==> config.mk <==
export PLATFORM = sky130hd
export DESIGN_NAME = mux_arb_flat
export DESIGN_NICKNAME = d
export VERILOG_FILES = /design/src/rtl/mux_pkg.sv /design/src/rtl/mux_arb_if.sv /design/src/rtl/mux_arb_rr_arbiter.sv /design/src/rtl/mux_arb.sv /design/src/flat_wrapper.sv
export SDC_FILE = /design/constraint.sdc
export NUM_CORES = 1
export LEC_CHECK = 0
export CORE_MARGIN = 2
export CORE_UTILIZATION = 39
export CTS_BUF_LIST = sky130_fd_sc_hd__clkbuf_4
export CTS_CLUSTER_DIAMETER = 200
export DETAILED_ROUTE_END_ITERATION = 6
export HOLD_SLACK_MARGIN = 0.08
export PLACE_DENSITY = 0.8
export SLEW_MARGIN = 0
export SYNTH_ARGS = -nofsm -noshare
export SYNTH_HDL_FRONTEND = slang
export SYNTH_SLANG_ARGS = --single-unit
==> constraint.sdc <==
create_clock -name clk -period 2.7 [get_ports clk]
set_input_delay 0.675 -clock clk [delete_from_list [all_inputs] [get_ports clk]]
set_output_delay 0.675 -clock clk [all_outputs]
set_load 0.02 [all_outputs]
==> src/rtl/mux_pkg.sv <==
// Shared types and helpers for the mux_arb arbitrated output multiplexer.
package mux_pkg;

  typedef enum logic {
    ARB_FIXED = 1'b0,
    ARB_RR    = 1'b1
  } arb_mode_e;

  // Index width that never collapses to zero bits, even for a single channel.
  function automatic int clog2_min1(input int n);
    return (n <= 2) ? 1 : $clog2(n);
  endfunction

endpackage

==> src/rtl/mux_arb_if.sv <==
// Producer-side and consumer-side handshake bundle of mux_arb.
interface mux_arb_if
  import mux_pkg::*;
#(
  parameter int WIDTH    = 5,
  parameter int CHANNELS = 4
);
  localparam int SEL_W = clog2_min1(CHANNELS);

  logic [CHANNELS-1:0]       in_valid;
  logic [CHANNELS*WIDTH-1:0] in_data;
  logic [CHANNELS-1:0]       in_ready;
  logic                      out_valid;
  logic                      out_ready;
  logic [WIDTH-1:0]          out_data;
  logic [SEL_W-1:0]          out_sel;

  // slave is the arbiter's view, master the surrounding producers/consumer.
  modport slave (
    input  in_valid, in_data, out_ready,
    output in_ready, out_valid, out_data, out_sel
  );

  modport master (
    output in_valid, in_data, out_ready,
    input  in_ready, out_valid, out_data, out_sel
  );

endinterface

==> src/rtl/mux_arb_rr_arbiter.sv <==
// Combinational arbiter: fixed priority or round-robin from ptr, with wrap-safe
// next-pointer computation for any channel count.
module rr_arbiter
  import mux_pkg::*;
#(
  parameter int CHANNELS = 4,
  parameter int SEL_W    = clog2_min1(CHANNELS)
) (
  input  logic [CHANNELS-1:0] req,
  input  logic [SEL_W-1:0]    ptr,
  input  arb_mode_e           mode,
  input  logic                advance,
  output logic [CHANNELS-1:0] grant,
  output logic [SEL_W-1:0]    grant_idx,
  output logic [SEL_W-1:0]    ptr_next
);

  localparam logic [SEL_W:0] CH_EXT = (SEL_W+1)'(CHANNELS);

  logic [SEL_W:0]                     w_ptr_ext;
  logic [CHANNELS-1:0][SEL_W-1:0]     w_dist;
  logic [CHANNELS-1:0][CHANNELS-1:0]  w_hit;
  logic [CHANNELS-1:0]                w_rot;
  logic [SEL_W-1:0][CHANNELS-1:0]     w_idx_cols;

  assign w_ptr_ext = {1'b0, ptr};

  // Search distance of each channel from the starting point (0 in fixed mode).
  genvar gi, gk;
  generate
    for (gi = 0; gi < CHANNELS; gi++) begin : g_dist
      localparam logic [SEL_W:0] GI = (SEL_W+1)'(gi);
      logic [SEL_W:0] w_d;
      assign w_d = (mode != ARB_RR)   ? GI :
                   (GI >= w_ptr_ext)  ? (GI - w_ptr_ext) :
                                        (GI + CH_EXT - w_ptr_ext);
      assign w_dist[gi] = w_d[SEL_W-1:0];
    end

    // w_rot[k] is the request of whichever channel sits k steps from the start.
    for (gk = 0; gk < CHANNELS; gk++) begin : g_lvl
      for (gi = 0; gi < CHANNELS; gi++) begin : g_ch
        assign w_hit[gk][gi] = req[gi] & (w_dist[gi] == SEL_W'(gk));
      end
      assign w_rot[gk] = |w_hit[gk];
    end

    // A requester wins when nobody closer to the start is requesting.
    for (gi = 0; gi < CHANNELS; gi++) begin : g_grant
      assign grant[gi] = req[gi] &
                         ~|(w_rot & ((CHANNELS'(1) << w_dist[gi]) - CHANNELS'(1)));
    end

    for (gk = 0; gk < SEL_W; gk++) begin : g_enc_bit
      for (gi = 0; gi < CHANNELS; gi++) begin : g_enc_ch
        assign w_idx_cols[gk][gi] = 1'((gi >> gk) & 1);
      end
      assign grant_idx[gk] = |(grant & w_idx_cols[gk]);
    end
  endgenerate

  always_comb begin
    ptr_next = ptr;
    if (mode != ARB_RR) begin
      ptr_next = '0;
    end else if (advance) begin
      ptr_next = (grant_idx == SEL_W'(CHANNELS - 1)) ? '0 : grant_idx + SEL_W'(1);
    end
  end

endmodule

==> src/rtl/mux_arb.sv <==
// N-channel arbitrated multiplexer with a single registered output stage
// and valid/ready handshakes on both sides.
module mux_arb
  import mux_pkg::*;
#(
  parameter int WIDTH    = 5,
  parameter int CHANNELS = 4,
  parameter int RR_MODE  = 1
) (
  input logic       clk,
  input logic       rst,
  mux_arb_if.slave  bus
);

  localparam int        SEL_W = clog2_min1(CHANNELS);
  localparam arb_mode_e MODE  = (RR_MODE != 0) ? ARB_RR : ARB_FIXED;

  logic                           r_out_valid;
  logic [WIDTH-1:0]               r_out_data;
  logic [SEL_W-1:0]               r_out_sel;
  logic [SEL_W-1:0]               r_ptr;

  logic                           w_load;
  logic                           w_xfer;
  logic [CHANNELS-1:0]            w_grant;
  logic [CHANNELS-1:0]            w_in_ready;
  logic [SEL_W-1:0]               w_grant_idx;
  logic [SEL_W-1:0]               w_ptr_next;
  logic [WIDTH-1:0][CHANNELS-1:0] w_cols;
  logic [WIDTH-1:0]               w_sel_data;

  rr_arbiter #(
    .CHANNELS (CHANNELS),
    .SEL_W    (SEL_W)
  ) u_arb (
    .req       (bus.in_valid),
    .ptr       (r_ptr),
    .mode      (MODE),
    .advance   (w_xfer),
    .grant     (w_grant),
    .grant_idx (w_grant_idx),
    .ptr_next  (w_ptr_next)
  );

  assign w_load     = !r_out_valid | bus.out_ready;
  // Holding reset suppresses grants so nothing appears accepted during reset.
  assign w_in_ready = w_grant & {CHANNELS{w_load & !rst}};
  assign w_xfer     = |(bus.in_valid & w_in_ready);

  // One-hot AND-OR data select, column by column.
  genvar gi, gb;
  generate
    for (gb = 0; gb < WIDTH; gb++) begin : g_col
      for (gi = 0; gi < CHANNELS; gi++) begin : g_ch
        assign w_cols[gb][gi] = bus.in_data[gi*WIDTH + gb];
      end
      assign w_sel_data[gb] = |(w_grant & w_cols[gb]);
    end
  endgenerate

  always_ff @(posedge clk or posedge rst) begin
    if (rst) begin
      r_out_valid <= 1'b0;
      r_out_data  <= '0;
      r_out_sel   <= '0;
      r_ptr       <= '0;
    end else begin
      if (w_xfer) begin
        r_out_valid <= 1'b1;
        r_out_data  <= w_sel_data;
        r_out_sel   <= w_grant_idx;
      end else if (bus.out_ready) begin
        r_out_valid <= 1'b0;
      end
      r_ptr <= w_ptr_next;
    end
  end

  assign bus.in_ready  = w_in_ready;
  assign bus.out_valid = r_out_valid;
  assign bus.out_data  = r_out_data;
  assign bus.out_sel   = r_out_sel;

endmodule
==> src/flat_wrapper.sv <==
// flat-port wrapper written by rule: the top's interface ports become plain ports
module mux_arb_flat import mux_pkg::*;
#(
  parameter int WIDTH    = 5,
  parameter int CHANNELS = 4,
  parameter int RR_MODE  = 1
)
  (clk, rst, bus_in_valid, bus_in_data, bus_out_ready, bus_in_ready, bus_out_valid, bus_out_data, bus_out_sel);
  mux_arb_if #(.WIDTH(WIDTH), .CHANNELS(CHANNELS)) bus_i ();
  input logic clk;
  input logic rst;
  input wire logic [$bits(bus_i.in_valid)-1:0] bus_in_valid;
  input wire logic [$bits(bus_i.in_data)-1:0] bus_in_data;
  input wire logic [$bits(bus_i.out_ready)-1:0] bus_out_ready;
  output wire logic [$bits(bus_i.in_ready)-1:0] bus_in_ready;
  output wire logic [$bits(bus_i.out_valid)-1:0] bus_out_valid;
  output wire logic [$bits(bus_i.out_data)-1:0] bus_out_data;
  output wire logic [$bits(bus_i.out_sel)-1:0] bus_out_sel;
  assign bus_i.in_valid = bus_in_valid;
  assign bus_i.in_data = bus_in_data;
  assign bus_i.out_ready = bus_out_ready;
  assign bus_in_ready = bus_i.in_ready;
  assign bus_out_valid = bus_i.out_valid;
  assign bus_out_data = bus_i.out_data;
  assign bus_out_sel = bus_i.out_sel;
  mux_arb #(.WIDTH(WIDTH), .CHANNELS(CHANNELS), .RR_MODE(RR_MODE)) u_core (.clk(clk), .rst(rst), .bus(bus_i));
endmodule
### Word-level counts from Yosys, hierarchy flattened

Index checks and enable logic that the tools add are counted.

| word-level totals | value |
|---|---|
| bits in registers | 10 |
| output and inout port bits | 12 |
| logic and storage cells | 105 |

| operators by class | value |
|---|---|
| $add $sub $neg | 13 |
| magnitude comparators | 4 |
| equal/unequal tests | 13 |
| shifts and indexed selects | 4 |
| multiplexer cells | 7 |
| bitwise logic cells | 33 |
| reductions and logical operators | 27 |

Operators with widths:

| kind | count |
|---|---|
| 4-bit OR reduction | 14 |
| 4-bit bitwise AND | 11 |
| 1-bit bitwise AND | 21 |
| 2-bit == test, second input constant | 9 |
| 1-bit by 2-bit << shifter with 4-bit output, first input constant | 4 |
| 4-bit by 1-bit subtractor with 4-bit output, second input constant | 4 |
| 2-bit 2-to-1 mux | 5 |
| 2-bit by 1-bit == test with 1-bit output, second input constant | 4 |
| 2-bit zero test | 4 |
| 1-bit by 2-bit subtractor with 2-bit output, first input constant | 4 |
| 2-bit subtractor, first input constant | 4 |
| 1-bit zero test | 6 |
| 1-bit by 2-bit greater-or-equal comparator with 1-bit output, first input constant | 2 |
| 2-bit greater-or-equal comparator, first input constant | 2 |
| 2-bit OR reduction | 2 |
| 2-bit by 1-bit adder with 2-bit output, second input constant | 1 |
| 1-bit 2-to-1 mux | 2 |
| 2-bit nonzero test | 1 |
| 1-bit bitwise OR | 1 |

### Depth between registers and ports, before layout

| depth | value |
|---|---|
| depth after elaboration | 13 |
| depth in mapped cells | 11 |
| mapped depth without buffers | 9 |

### Hierarchy

Synthesis repeated with hierarchy kept, for this count alone.

| unflattened totals | value |
|---|---|
| cells, all modules | 72 |
| area total of the unflattened synthesis | 684.4 um2 |

By module, submodules not included:

| module | times used | cells each | area each (um2) |
|---|---|---|---|
| mux_arb | 1 | 44 | 513.0 |
| rr_arbiter | 1 | 28 | 171.4 |

### Least setup slack after synthesis

OpenSTA, ideal clock, no wires.

| timing | value |
|---|---|
| path kind | reg-to-output |
| start | reg u_core.r_ptr[1] |
| end | out bus_in_ready[1] |
| arrival time | 2.306 ns |
| data required time | 2.025 ns |
| path slack | -0.281 ns |
| cell stages (with the launch flop) | 8 |
| cells stage by stage | dfrtp_1 -> inv_1 -> ha_1 -> buf_2 -> a222oi_1 -> nand2_1 -> o31a_1 -> nor4_1 |

| on the way | value |
|---|---|
| cells in the longest elaborated chain, start to end | 10 |
| elaborated cells between the ends (all ways) | 59 |
| classes of those cells | add/sub (9); order compare (4); eq/ne (12); shift (1); mux (4); bitwise (19); reduce/logical (10) |

RTL lines:

| element | RTL line | RTL |
|---|---|---|
| start, declared | mux_arb.sv:21 | `logic [SEL_W-1:0] r_ptr;` |
| start signal, assigned | mux_arb.sv:75 | `r_ptr <= w_ptr_next;` |
| branches (longest 5 deep; another with 4-bit by 1-bit subtractor with 4-bit output) | - |  |
| 4-bit bitwise AND (*) | mux_arb_rr_arbiter.sv:51 | `~\|(w_rot & ((CHANNELS'(1) << w_dist[gi]) - CHANNELS'(1)));` |
| 4-bit OR reduction (*) | mux_arb_rr_arbiter.sv:51 |  |
| 1-bit zero test (*) | mux_arb_rr_arbiter.sv:51 |  |
| 1-bit bitwise AND (*) | mux_arb_rr_arbiter.sv:50 | `assign grant[gi] = req[gi] &` |
| 4-bit bitwise AND (*) | mux_arb.sv:47 | `assign w_in_ready = w_grant & {CHANNELS{w_load & !rst}};` |
| end, declared | flat_wrapper.sv:15 | `output wire logic [$bits(bus_i.in_ready)-1:0] bus_in_ready;` |

Every way passes the cells marked *.

### Worst setup path in the final report

| timing | value |
|---|---|
| start | in bus_in_valid[3] |
| end | out bus_in_ready[3] |

| on the way | value |
|---|---|
| cells in the longest elaborated chain, start to end | 7 |
| elaborated cells between the ends (all ways) | 13 |
| classes of those cells | bitwise (7); reduce/logical (6) |

RTL lines:

| element | RTL line | RTL |
|---|---|---|
| start, declared | flat_wrapper.sv:12 | `input wire logic [$bits(bus_i.in_valid)-1:0] bus_in_valid;` |
| 1-bit bitwise AND | mux_arb_rr_arbiter.sv:43 | `assign w_hit[gk][gi] = req[gi] & (w_dist[gi] == SEL_W'(gk));` |
| 4-bit OR reduction | mux_arb_rr_arbiter.sv:45 | `assign w_rot[gk] = \|w_hit[gk];` |
| 4-bit bitwise AND | mux_arb_rr_arbiter.sv:51 |  |
| 4-bit OR reduction | mux_arb_rr_arbiter.sv:51 |  |
| 1-bit zero test | mux_arb_rr_arbiter.sv:51 |  |
| 1-bit bitwise AND (*) | mux_arb_rr_arbiter.sv:50 |  |
| 4-bit bitwise AND (*) | mux_arb.sv:47 |  |

Mark *: on every way between the ends. The rest lies on a longest branch, timed or not.

==> results.cfg <==
[logic_synthesis]
ys_types = 29
synth_area_per_cell_um2 = 8.603
synth_compound_area_frac = 0.2410
synthAdderAreaFrac = 0.1108
ys_ff_latch = 10
synth-seq-area-share = 0.2770
yosysWarnings = 0
syn_inst = 105
syn-cell-area_um2 = 903.4
synth_edf_count = 0
yosys.area_share.simple = 0.2050
synthXorXnorAreaFrac = 0.03878
synth_top_family_by_area = compound AO/OA/AOI/OAI gates
synth_mux_area_frac = 0.06233
synth_fp_nets = 140
synth-async-reset-ratio = 1.000
synthFlopType = dfrtp_1

[pwr]
p_sw_uw = 934.6
powerDensity_mw_per_mm2 = 1233
power_frac_comb = 0.816
p_int_mw = 1.170
pwr-share-seq = 0.136
clkPwrFrac = 0.048
p_sw_frac = 0.4442
ir_drop_uv = 936.1
leakagePower_nw = 0.7819

[layout]
mostFrequentLayoutCell = buf_4
utilization = 0.7790
final_cell_mix = buf_4, clkdlybuf4s50_1, nand2_1, dfrtp_1, a222oi_1
drive_above_1_share = 0.4162
layout.cells.non_filler = 201
syn2layout_area_growth_pct = 88.92
layout.nets = 210
final_area_mm2 = 0.001707
diodes = 0

[floorplan]
core-area_mm2 = 0.002191
die-height_um = 52.13
rows = 17
die_w_um = 52.13
die_area_mm2 = 0.002718
ioPinCount = 39
start_util = 0.4123

[sta]
timing.final.hold_violations = 0
skew_ps = 2.082
rsz0062_at_grt = true
worst_slack_ps = -146.2
maxSlewViolCount = 0
period_needed_ps = 2846
finalCritPeriodShare = 1.054
slew_headroom = 0.7484
max_freq_mhz = 351.3
fin_setup_tns_ps = -530.0
worstMarginPinSlew_ps = 377.4
setup_viol_count_final = 4

[drt]
wl_per_cell_um = 16.68
wirelength_mm = 3.352
drt-pass1-iter-count = 5
drt_iter0_drc = 51
via_count = 1133
drcViolationCount = 0
drtAntennaViolNets = 0
avgViaCountPerCell = 5.637

[clock_tree]
clock_sinks = 10
cts_tree = done
cts-root-buf = clkbuf_4
htree_levels = 1
clk_latency_ps = 260
cts_hold_buf = 0
clk_path_buf_depth = 2
cts_buffers = 3
path_clk_slew_ps = 60

[setup_path]
cp_cell_sequence = dlygate4sd2_1 > a222oi_1 > buf_4 > nand2_2 > a22oi_1 > and3_1 > and2_4 > buf_6
end_kind = output pin
arrival_ps = 2170
r2r-end = u_core.bus.out_data[1]
crit_fanout = 4
critPathLaunch = bus_in_valid[3]
reg2reg_slack_ps = 20
r2r_start = u_core.r_ptr[0]
cpMaxStageDelayCell = a222oi_1
path_class = in -> out
required_ps = 2030
critPathCapture = bus_in_ready[3]
ff2ff_path_depth = 13
cp-start-kind = input port
cpPeakStageDelay_ps = 370

[run_status]
status = finished with violations
violations = setup timing

[min_path]
worstHoldStart = u_core.bus.out_data[0]
min_path_cells = 1
hold_class = reg -> reg

[grt]
grt_max_degree = 11
grt_pass1_wl_mm = 5.175
track_usage = 0.2571
antenna_found_initial = 0
overflow = 0
grt_pass1_vias = 1192

[run]
cap_viol_max_count = 0

[placed_design]
io_buffer_count = 38
dp.cells = 192
place_ws_ps = -856.3
globalplace.congestion = 0.8784
postPlaceCellArea_mm2 = 0.001506
hpwl_mm = 2.305
[worst min-delay path by stage]
| stage | end |
|---|---|
| after global routing | u_core.bus.out_sel[1] |
| final | u_core.bus.out_data[0] |
| after detailed placement | u_core.bus.out_sel[1] |
| after global placement | u_core.bus.out_sel[1] |
| after floorplan | u_core.bus.out_data[0] |
| after CTS | u_core.bus.out_sel[1] |
[Yosys cell counts, types with 2 or more instances]
| cell type | number | share of area |
|---|---|---|
| buf_2 | 5 | 0.028 |
| xor2_1 | 2 | 0.019 |
| and3_1 | 2 | 0.014 |
| inv_1 | 7 | 0.029 |
| nor4_1 | 2 | 0.014 |
| mux2_2 | 5 | 0.062 |
| a22oi_1 | 7 | 0.058 |
| a222oi_1 | 7 | 0.078 |
| and2_1 | 3 | 0.021 |
| clkbuf_1 | 2 | 0.0083 |
| nand2_1 | 20 | 0.083 |
| ha_1 | 8 | 0.11 |
| nor2_1 | 2 | 0.0083 |
| xnor2_1 | 2 | 0.019 |
| dfrtp_1 | 10 | 0.28 |
| o21ai_0 | 2 | 0.011 |
| a21oi_1 | 6 | 0.033 |
| nand2b_1 | 2 | 0.014 |
[metrics by stage]
stage	total power, mW	hold slack [ps]
after floorplan	1.065	523.2
after global placement	1.596	472.8
after detailed placement	1.625	496.0
after CTS	1.918	515.3
after global routing	2.232	523.3
final	2.104	517.3
[metal layers]
layer,vias to the layer above,routed length [um],GRT usage
met1,545,1385,0.3059
met5,-,0,0
met4,0,82,0.1111
met2,56,1663,0.4451
li1,520,-,-
met3,12,221,0.05172
[power groups by stage]
stage | Sequential (mW) | Combinational [mW] | Clock (mW)
global route | 0.291 | 1.83 | 0.109
finish | 0.285 | 1.72 | 0.101
CTS | 0.280 | 1.53 | 0.104
floorplan | 0.341 | 0.724 | 0
global placement | 0.267 | 1.33 | 0
detailed placement | 0.272 | 1.35 | 0
[worst max-delay path: cells and delay by family]
kind | cells | cell delay, ps
buffers and inverters | 3 | 580
AO/OA/AOI/OAI | 2 | 500
AND/OR/NAND/NOR | 3 | 420
[flip-flops by register name, summed over array words and instances (netlist names)]
| register | cells |
|---|---|
| u_core.bus.out_valid | 1 |
| u_core.bus.out_data | 5 |
| u_core.bus.out_sel | 2 |
| u_core.r_ptr | 2 |
[final cells by class]
| cell class | count | area [um2] |
|---|---|---|
| Clock buffer | 3 | 22.52 |
| Fill cell | 141 | 484.2 |
| Inverter | 7 | 28.78 |
| Multi-Input combinational cell | 81 | 729.5 |
| Sequential cell | 10 | 251.5 |
| Tap cell | 28 | 35.03 |
| Timing Repair Buffer | 72 | 639.4 |
[cells by family (layout without fill, tap and decap cells)]
logic type	count (synthesis)	after routing
buffers and inverters	14	82
XOR/XNOR	4	4
adder cells (fa/ha/maj)	8	8
multiplexers	5	5
AND/OR/NAND/NOR	36	36
AO/OA/AOI/OAI	28	28
flip-flops	10	10
[timing repair]
action	in CTS	in global routing
endpoints found under the hold margin	0	0
gates resized for setup	46	17
pin swaps	15	11
setup endpoints to repair	11	13
setup buffers	6	1
(Power assumes the default switching activity.)
